$ cat config.mk
export PLATFORM = sky130hd
export DESIGN_NAME = ex_stage
export DESIGN_NICKNAME = d
export VERILOG_FILES = /design/src/rtl/ex_stage.sv
export SDC_FILE = /design/constraint.sdc
export NUM_CORES = 1
export LEC_CHECK = 0
export ABC_AREA = 1
export CORE_AREA = 2 2 260 262
export CTS_CLUSTER_DIAMETER = 150
export DETAILED_ROUTE_END_ITERATION = 10
export DIE_AREA = 0 0 262 264
export SLEW_MARGIN = 20
export SYNTH_ARGS = -nofsm -noshare
export SYNTH_HDL_FRONTEND = slang
export SYNTH_SLANG_ARGS = --single-unit
$ cat constraint.sdc
create_clock -name clk -period 7.01 [get_ports clk]
set_input_delay 1.7525 -clock clk [delete_from_list [all_inputs] [get_ports clk]]
set_output_delay 1.7525 -clock clk [all_outputs]
set_load 0.02 [all_outputs]
$ cat src/rtl/ex_stage.sv
// Execute stage: ALU, destination select and a radix-2 iterative multiply/divide unit.
// Optional `define MDU_SIGNED_EN makes MULT/DIV use two's-complement operands; otherwise they run as MULTU/DIVU.
module ex_stage (
    input  logic        clk,
    input  logic        rst,
    input  logic [31:0] rs_val,
    input  logic [31:0] rt_val,
    input  logic [31:0] imm,
    input  logic [4:0]  shamt,
    input  logic [4:0]  rt,
    input  logic [4:0]  rd,
    input  logic        regdst,
    input  logic [3:0]  aluop,
    input  logic [1:0]  alusrca,
    input  logic [1:0]  alusrcb,
    input  logic        mem2reg,
    input  logic        regwr,
    input  logic        memwr,
    input  logic [2:0]  md_op,
    output logic [31:0] alu_result,
    output logic [31:0] store_data,
    output logic [4:0]  wr_reg,
    output logic        zero,
    output logic        mem2reg_o,
    output logic        regwr_o,
    output logic        memwr_o,
    output logic        stall
);
    // state | meaning
    // IDLE  | waiting; md_op 1..4 loads operands and stalls
    // BUSY  | one iteration per cycle, counter 0..31, stalled
    // DONE  | result in HI/LO, md_op ignored, pipeline released
    typedef enum logic [1:0] {IDLE, BUSY, DONE} state_t;

    state_t      state, state_nx;
    logic        stall_fsm;
    logic [4:0]  cnt;
    logic [31:0] acc_hi, acc_lo, dvs, hi, lo;
    logic        is_div, neg_q, neg_r, div0;

    logic        md_start, op_div, op_sgn;
    logic [31:0] abs_a, abs_b;
    logic [32:0] mul_sum, div_sh;
    logic [33:0] div_diff;
    logic        div_ok;
    logic [31:0] step_hi, step_lo, res_hi, res_lo;
    logic [63:0] prod, prod_s;

    logic [31:0] a_op, b_op, alu_out;

    assign md_start = (md_op >= 3'd1) && (md_op <= 3'd4);
    assign op_div   = (md_op == 3'd2) || (md_op == 3'd4);
`ifdef MDU_SIGNED_EN
    assign op_sgn   = (md_op == 3'd3) || (md_op == 3'd4);
`else
    assign op_sgn   = 1'b0;
`endif
    assign abs_a = (op_sgn && rs_val[31]) ? -rs_val : rs_val;
    assign abs_b = (op_sgn && rt_val[31]) ? -rt_val : rt_val;

    // Multiply: shift-add with the multiplier in acc_lo. Divide: restoring, quotient shifts into acc_lo.
    assign mul_sum  = {1'b0, acc_hi} + (acc_lo[0] ? {1'b0, dvs} : 33'd0);
    assign div_sh   = {acc_hi, acc_lo[31]};
    assign div_diff = {1'b0, div_sh} - {2'b00, dvs};
    assign div_ok   = ~div_diff[33];

    always_comb begin
        step_hi = mul_sum[32:1];
        step_lo = {mul_sum[0], acc_lo[31:1]};
        if (is_div) begin
            step_hi = div_ok ? div_diff[31:0] : div_sh[31:0];
            step_lo = {acc_lo[30:0], div_ok};
        end
    end

    // Divide by zero keeps the all-ones quotient regardless of operand signs.
    assign prod   = {step_hi, step_lo};
    assign prod_s = neg_q ? -prod : prod;
    always_comb begin
        res_hi = prod_s[63:32];
        res_lo = prod_s[31:0];
        if (is_div) begin
            res_lo = (neg_q && !div0) ? -step_lo : step_lo;
            res_hi = neg_r ? -step_hi : step_hi;
        end
    end

    always_ff @(posedge clk or posedge rst) begin
        if (rst) begin
            state  <= IDLE;
            cnt    <= 5'd0;
            hi     <= 32'd0;
            lo     <= 32'd0;
            acc_hi <= 32'd0;
            acc_lo <= 32'd0;
            dvs    <= 32'd0;
            is_div <= 1'b0;
            neg_q  <= 1'b0;
            neg_r  <= 1'b0;
            div0   <= 1'b0;
        end else begin
            state <= state_nx;
            case (state)
                IDLE: if (md_start) begin
                    cnt    <= 5'd0;
                    is_div <= op_div;
                    acc_hi <= 32'd0;
                    acc_lo <= abs_a;
                    dvs    <= abs_b;
                    neg_q  <= op_sgn && (rs_val[31] ^ rt_val[31]);
                    neg_r  <= op_sgn && rs_val[31];
                    div0   <= (rt_val == 32'd0);
                end
                BUSY: begin
                    acc_hi <= step_hi;
                    acc_lo <= step_lo;
                    cnt    <= cnt + 5'd1;
                    if (cnt == 5'd31) begin
                        hi <= res_hi;
                        lo <= res_lo;
                    end
                end
                default: ;
            endcase
        end
    end

    always_comb begin
        state_nx  = state;
        stall_fsm = 1'b0;
        case (state)
            IDLE: if (md_start) begin
                state_nx  = BUSY;
                stall_fsm = 1'b1;
            end
            BUSY: begin
                stall_fsm = 1'b1;
                if (cnt == 5'd31) state_nx = DONE;
            end
            DONE:    state_nx = IDLE;
            default: state_nx = IDLE;
        endcase
    end

    assign stall = stall_fsm & ~rst;

    always_comb begin
        case (alusrca)
            2'd0:    a_op = rs_val;
            2'd1:    a_op = {27'd0, shamt};
            default: a_op = 32'd0;
        endcase
        case (alusrcb)
            2'd0:    b_op = rt_val;
            2'd1:    b_op = imm;
            default: b_op = 32'd0;
        endcase
    end

    always_comb begin
        case (aluop)
            4'd0:    alu_out = a_op + b_op;
            4'd1:    alu_out = a_op - b_op;
            4'd2:    alu_out = a_op & b_op;
            4'd3:    alu_out = a_op | b_op;
            4'd4:    alu_out = a_op ^ b_op;
            4'd5:    alu_out = ~(a_op | b_op);
            4'd6:    alu_out = {31'd0, $signed(a_op) < $signed(b_op)};
            4'd7:    alu_out = {31'd0, a_op < b_op};
            4'd8:    alu_out = b_op << a_op[4:0];
            4'd9:    alu_out = b_op >> a_op[4:0];
            4'd10:   alu_out = $signed(b_op) >>> a_op[4:0];
            4'd11:   alu_out = {b_op[15:0], 16'h0000};
            default: alu_out = 32'd0;
        endcase
    end

    always_comb begin
        case (md_op)
            3'd5:    alu_result = hi;
            3'd6:    alu_result = lo;
            default: alu_result = alu_out;
        endcase
    end

    assign zero       = (alu_result == 32'd0);
    assign store_data = rt_val;
    assign wr_reg     = regdst ? rd : rt;
    assign mem2reg_o  = mem2reg & ~stall;
    assign regwr_o    = regwr & ~stall;
    assign memwr_o    = memwr & ~stall;
endmodule

Word-level counts from Yosys, hierarchy flattened --
Index checks and enable logic that the tools add are counted.
Word-level totals: logic and storage cells 84, register bits after elaboration 168, input port bits 128, output and inout port bits 74
Operators by class: reductions and logical operators 12, bitwise operators 11, equal/unequal tests 21, order comparisons 4, $add $sub $neg 5, multiplexer cells 20, shift-type cells 3
Operators by type and width (count):
- 32-bit one-hot mux with 12 select lines | 1
- 32-bit one-hot mux with 2 select lines | 5
- 32-bit 2-to-1 mux | 6
- 32-bit < comparator | 2
- 33-bit by 32-bit subtractor with 34-bit output | 1
- 32-bit by 32-bit adder with 33-bit output | 1
- 32-bit adder | 1
- 32-bit AND | 1
- 32-bit logical NOT | 1
- 32-bit NOT | 1
- 32-bit bitwise OR | 1
- 32-bit by 5-bit left shift with 32-bit output | 1
- 32-bit by 5-bit right shift with 32-bit output | 1
- 32-bit by 5-bit >>> shifter with 32-bit output | 1
- 32-bit subtractor | 1
- 32-bit bitwise XOR | 1
- 4-bit by 3-bit == test with 1-bit output, second input constant | 4
- 4-bit == test, second input constant | 4
- 5-bit 2-to-1 mux | 2
- 5-bit one-hot mux with 2 select lines | 1
- 3-bit == test, second input constant | 3
- 4-bit by 2-bit == test with 1-bit output, second input constant | 2
- 2-bit AND reduction | 4
- 2-bit by 1-bit == test with 1-bit output, second input constant | 3
- 18 further kinds | 27

Logic depth before layout (Yosys ltp) --
word-level depth 7, gate-level depth with buffers 29, gate-level depth less buffers 27

Least setup slack after synthesis --
Ideal clock, no wire load.
path kind input to output, start point in alusrca[1], end point out zero, stages 26, data required time 5.257 ns, arrival 4.935 ns, path buffers 4, path slack 0.323 ns, cell sequence nor2_2 > buf_4 > inv_2 > o22ai_2 > inv_1 > buf_2 > buf_1 > ha_1 > clkbuf_1 > nand2_1 > nor2_1 > nand3_1 > nand2_1 > nand2_1 > nand2_1 > a21oi_1 > or2_2 > nand3_1 > nand2_1 > nand2_1 > nand2_1 > nor2_1 > nand2_1 > nor2_1 > nand2_1 > nor2_1
Between the ends: word-level cells in the longest chain between the ends 7, elaborated cells on any way between the ends 17, classes of those cells add/sub (2); order compare (2); eq/ne (1); shift (3); mux (3); bitwise (4); reduce/logical (2)
RTL lines:
- from (decl) | line 14 | input logic [1:0] alusrca,
- 2-bit by 1-bit == test with 1-bit output / 2-bit logical NOT (equally long branches) | line 148 | case (alusrca)
- 32-bit one-hot mux with 2 select lines (*) | line 148
- branches (longest 2 deep; another with 32-bit subtractor)
- 32-bit one-hot mux with 12 select lines (*) | line 161 | case (aluop)
- 32-bit one-hot mux with 2 select lines (*) | line 179 | case (md_op)
- via alu_result[23] | line 20 | output logic [31:0] alu_result,
- 32-bit logical NOT (*) | line 186 | assign zero = (alu_result == 32'd0);
- to (decl) | line 23 | output logic zero,
Mark *: on every way through the listed nets, which the timed path passes.

Worst setup path in the final report --
start point in alusrca[0], end point out zero
Between the ends: word-level cells in the longest chain between the ends 7, elaborated cells on any way between the ends 17, classes of those cells add/sub (2); order compare (2); eq/ne (1); shift (3); mux (3); bitwise (4); reduce/logical (2)
RTL lines (line):
- 2-bit by 1-bit == test with 1-bit output / 2-bit logical NOT (equally long branches) | 148
- 32-bit one-hot mux with 2 select lines (*) | 148
- branches (longest 2 deep; another with 32-bit subtractor)
- 32-bit one-hot mux with 12 select lines (*) | 161
- 32-bit one-hot mux with 2 select lines (*) | 179
- 32-bit logical NOT (*) | 186
Mark *: on every way between the ends.

==> results.txt <==
The routed wire length per instance is between 20 and 25 um. The worst-skew pair later-pin latency is approximately 0.46 ns. The remaining max-slew budget at the tightest pin came out at ~29%.

The most critical setup path has its startpoint at alusrca[0]. The clock drives 168 sinks. Compared with the post-synthesis result, the final layout area differs by 40.1%. The netlist area before placement is between 0.02 and 0.025 mm2. The total buffers and inverters traversed by the critical path is 6. The maximum level of the CTS H-tree came out at 4. The total number of vias is between 30,000 and 40,000. The data arrival time of the critical path came out at approximately 5.3 ns. The weighted congestion reported at the end of routability-driven placement is between 1 and 1.5. Summed over all layers, the global routing overflow is 0.

The total power density per cell area came out at about 310 mW/mm2. Setup repair after global routing could not meet its margin everywhere. The register clock-pin slew on the reported worst setup and hold paths is ~0.070 ns.

The portion of synthesized cell area occupied by the leading cell type came out at between 10% and 20%. The startpoint identified for the worst hold timing path is hi[19]$_DFFE_PP0P_. The delay of the slowest critical-path stage is roughly 0.55 ns. The number of DRC violations after detailed-routing iteration 0 came out at ~4,300. The unique cell type count in the Yosys netlist is 53. The first global-routing pass estimated 184 mm of wire. The number of nets still failing antenna checks after routing came out at 0.

For this run, design rule violations remaining after detail routing come to 0. The highest clock rate came out at ~140 MHz. After layout, the worst setup slack is -0.0639 ns.

Synthesis produced a netlist with a net count of approximately 4,300. The iteration count of the initial detailed-routing pass is 6. The total CTS buffers is 17. The floorplan core area came out at about 0.067 mm2. The flow ran to the end, but the final reports show violations. TritonCTS built the clock tree. The average footprint of a synthesized cell is 5.71 um2. The number of non-filler instances in the completed layout came out at approximately 5,600. The number of vias per cell came out at around 5.5. The via count of the first global-routing pass is approximately 28,000. The aggregate global-route resource usage came out at between 30% and 40%.

The static leakage is roughly 17 nW. Setup violations remaining at the end of the flow were counted as 1. On the critical path, the stage with the largest delay is an instance of o21ai_0. Yosys attributes the largest share of cell area to nand2_1, dfrtp_1, nand3_1, inv_1, ha_1. The final layout contains 5,044 nets. The proportion of layout cells with a drive suffix above 1 is between 20% and 30%. In this design, the largest share of critical-path delay is due to simple AND/OR/NAND/NOR gates.

Counting flops with an async set or reset pin after synthesis yields a share of 100%. The root buffer cell chosen for the clock tree is clkbuf_16. The critical path goes through dlygate4sd2_1 > nor2_4 > buf_12 > buf_12 > nand2_1 > ha_1 > clkinv_1 > buf_4 > nand3_1 > o21ai_0 > a21oi_2 > nand2_1 > nand2_1 > nand3_1 > nand3_1 > nand2_1 > nand2_1 > nor2_1 > nand2_1 > nor2_2 > nand2_2 > nor2_1 > buf_4.

The clock skew is around 0.012 ns. The number of enable flip-flop cells after synthesis came out at 0. The instance count of the mapped netlist came out at 4,037. The area of the die is around 0.07 mm2.

In this run the worst hold path is classified as register to register. The final reports fail on setup timing. The final critical delay including setup and external delays came out at between 7 and 8 ns. The aggregate negative setup slack came out at -0.0639 ns. The worst setup path is launched from an input pin. The startpoint identified for the worst register-to-register timing path is acc_lo[31]$_DFFE_PP0P_. The critical path capture point type is a primary output.

The routed design has about 130 mm of wire. By instance count, the cell type seen most on the critical path is nand2_1. The number of placed instances, taps included is ~5,600. The maximum number of buffers from clock root to sink came out at 2. The synthesized design contains 168 register bits. The most used flip-flop cell after synthesis is dfrtp_1. The setup check on the worst reg-to-reg path leaves a slack of between 2 and 3 ns.

The max-slew violation total from the final report is 0. Summing internal, switching and leakage power gives between 0.01 and 0.015 W. Sequential cells were found to cover approximately 18% of the synthesized design area. The number of core rows is 95. In this run, post-CTS hold repair placed 0 buffers. The worst supply voltage drop on vdd came out at roughly 200 uV. The required time of the critical path is about 5.3 ns.

The maximum fanout along the worst path came out at 11. The slew of the pin with the lowest slew margin came out at ~1.1 ns. The initial antenna violation count is 6. The HPWL after detailed placement came out at between 100 and 150 mm. The maximum number of pins on one net before global-route repair came out at 88. The horizontal die dimension came out at between 200 and 300 um. The total count of hold-check failures in the final report is 0. nand2_1 takes more of the synthesized area than any other cell.

The starting utilization of the core area came out at between 30% and 40%. The post-route worst hold slack is between 0.4 and 0.5 ns. The worst setup path category is input pin to primary output. Dividing the final minimum period by the clock period gives 101%. The number of top-level design ports came out at 202.

The number of input and output port buffers inserted is 201. For this run, the number of Yosys warnings is 0. The count of max-cap constraint violations came out at 0. The die height is approximately 260 um.
## Yosys cell counts, drive strengths merged, types with 18 or more instances
cell type	count
nand2	1130
nand3	610
inv	585
o21ai	291
nor2	282
a21oi	257
dfrtp	168
ha	168
buf	104
clkbuf	99
o22ai	67
nand4	44
nor3	38
o211ai	24
o21bai	22
xor2	18
## cell usage in the layout (no fill, tap or decap), types with 18 or more instances in the layout
cell and n:
ha_4 27, xor2_1 18, buf_12 20, nand2_1 1075
dlygate4sd2_1 26, nand4_1 44, o21ai_0 259, buf_4 662
nor3_1 31, nor2_1 237, nand3_1 593, o21ai_1 22
nor2_2 29, a21oi_1 231, o22ai_1 65, clkbuf_16 18
a21oi_2 26, dfrtp_1 167, o211ai_1 24, inv_2 38
clkdlybuf4s50_1 162, inv_1 546, ha_1 138, nand2_2 54
## cells by family (layout without fill, tap and decap cells)
group / count (synthesis) / in the layout / share of synthesized area [%]
muxes: 6 / 6 / 0.293
DFF: 168 / 168 / 18.2
xor gates and xnor gates: 28 / 28 / 1.06
adders and majority gates: 172 / 172 / 9.46
other: 0 / 1 / 0
buffers and inverters: 796 / 1516 / 13.9
and+or+nand+nor: 2130 / 2130 / 39.1
AOI/OAI and AO/OA: 737 / 737 / 17.9
## path summary, 6_finish.rpt
path	cells past startpoint	endpoint
max	23	zero
min reg2reg	2	hi[19]$_DFFE_PP0P_
max in group asynchronous	3	lo[2]$_DFFE_PP0P_
min	2	hi[19]$_DFFE_PP0P_
min in group asynchronous	2	is_div$_DFFE_PP0P_
max reg2reg	16	hi[20]$_DFFE_PP0P_
## area by class of cell
class                           instances  area, um2
Antenna cell                            1       2.50
Clock buffer                           17        425
Clock inverter                         15        171
Fill cell                            7220      34200
Inverter                              593       2230
Multi-Input combinational cell       3073      16600
Sequential cell                       168       4210
Tap cell                              873       1090
Timing Repair Buffer                  891       7550
## flip-flops by register name, summed over array words and instances, names as in the netlist
register	count
dvs	32
hi	32
is_div	1
lo	32
cnt	5
state	2
acc_hi	32
acc_lo	32
## routing by layer
metal	routed length (um)	up-vias	track usage [%]
met1	58400	14400	54.6
met2	49600	1662	49.8
li1	-	14600	-
met4	4600	4	11.0
met5	27	-	0
met3	14300	185	7.21
## per-stage QoR
step | util (%) | setup WS (ns) | cell area (um2)
after floorplan | - | 0.323 | 23100
after global placement | 45.7 | -1.14 | 30400
after detailed placement | 45.7 | -1.10 | 30400
after CTS | 47.4 | -0.170 | 31500
after global routing | 48.5 | -0.135 | 32300
final | 48.5 | -0.0639 | 32300
## tightest hold or removal path, stage by stage, from the launching register on
cell     delay [ns]
dfrtp_1        0.35
nand2_1        0.06
nand2_1        0.05
## power by group
part           internal (W)  total (W)  leakage (nW)  switching, W
Combinational       0.00256    0.00731          14.7       0.00475
Clock              0.000511   0.000996         0.285      0.000486
Sequential          0.00145    0.00174          1.91      0.000291
## repair_timing
item,4_1_cts,5_1_grt
endpoints found under the setup margin,33,31
pin swaps,12,49
gates resized for setup,146,177
cloned,4,1
setup buffers,5,12
endpoints found under the hold margin,0,0
Note: power is estimated with default switching activity, not from simulation.
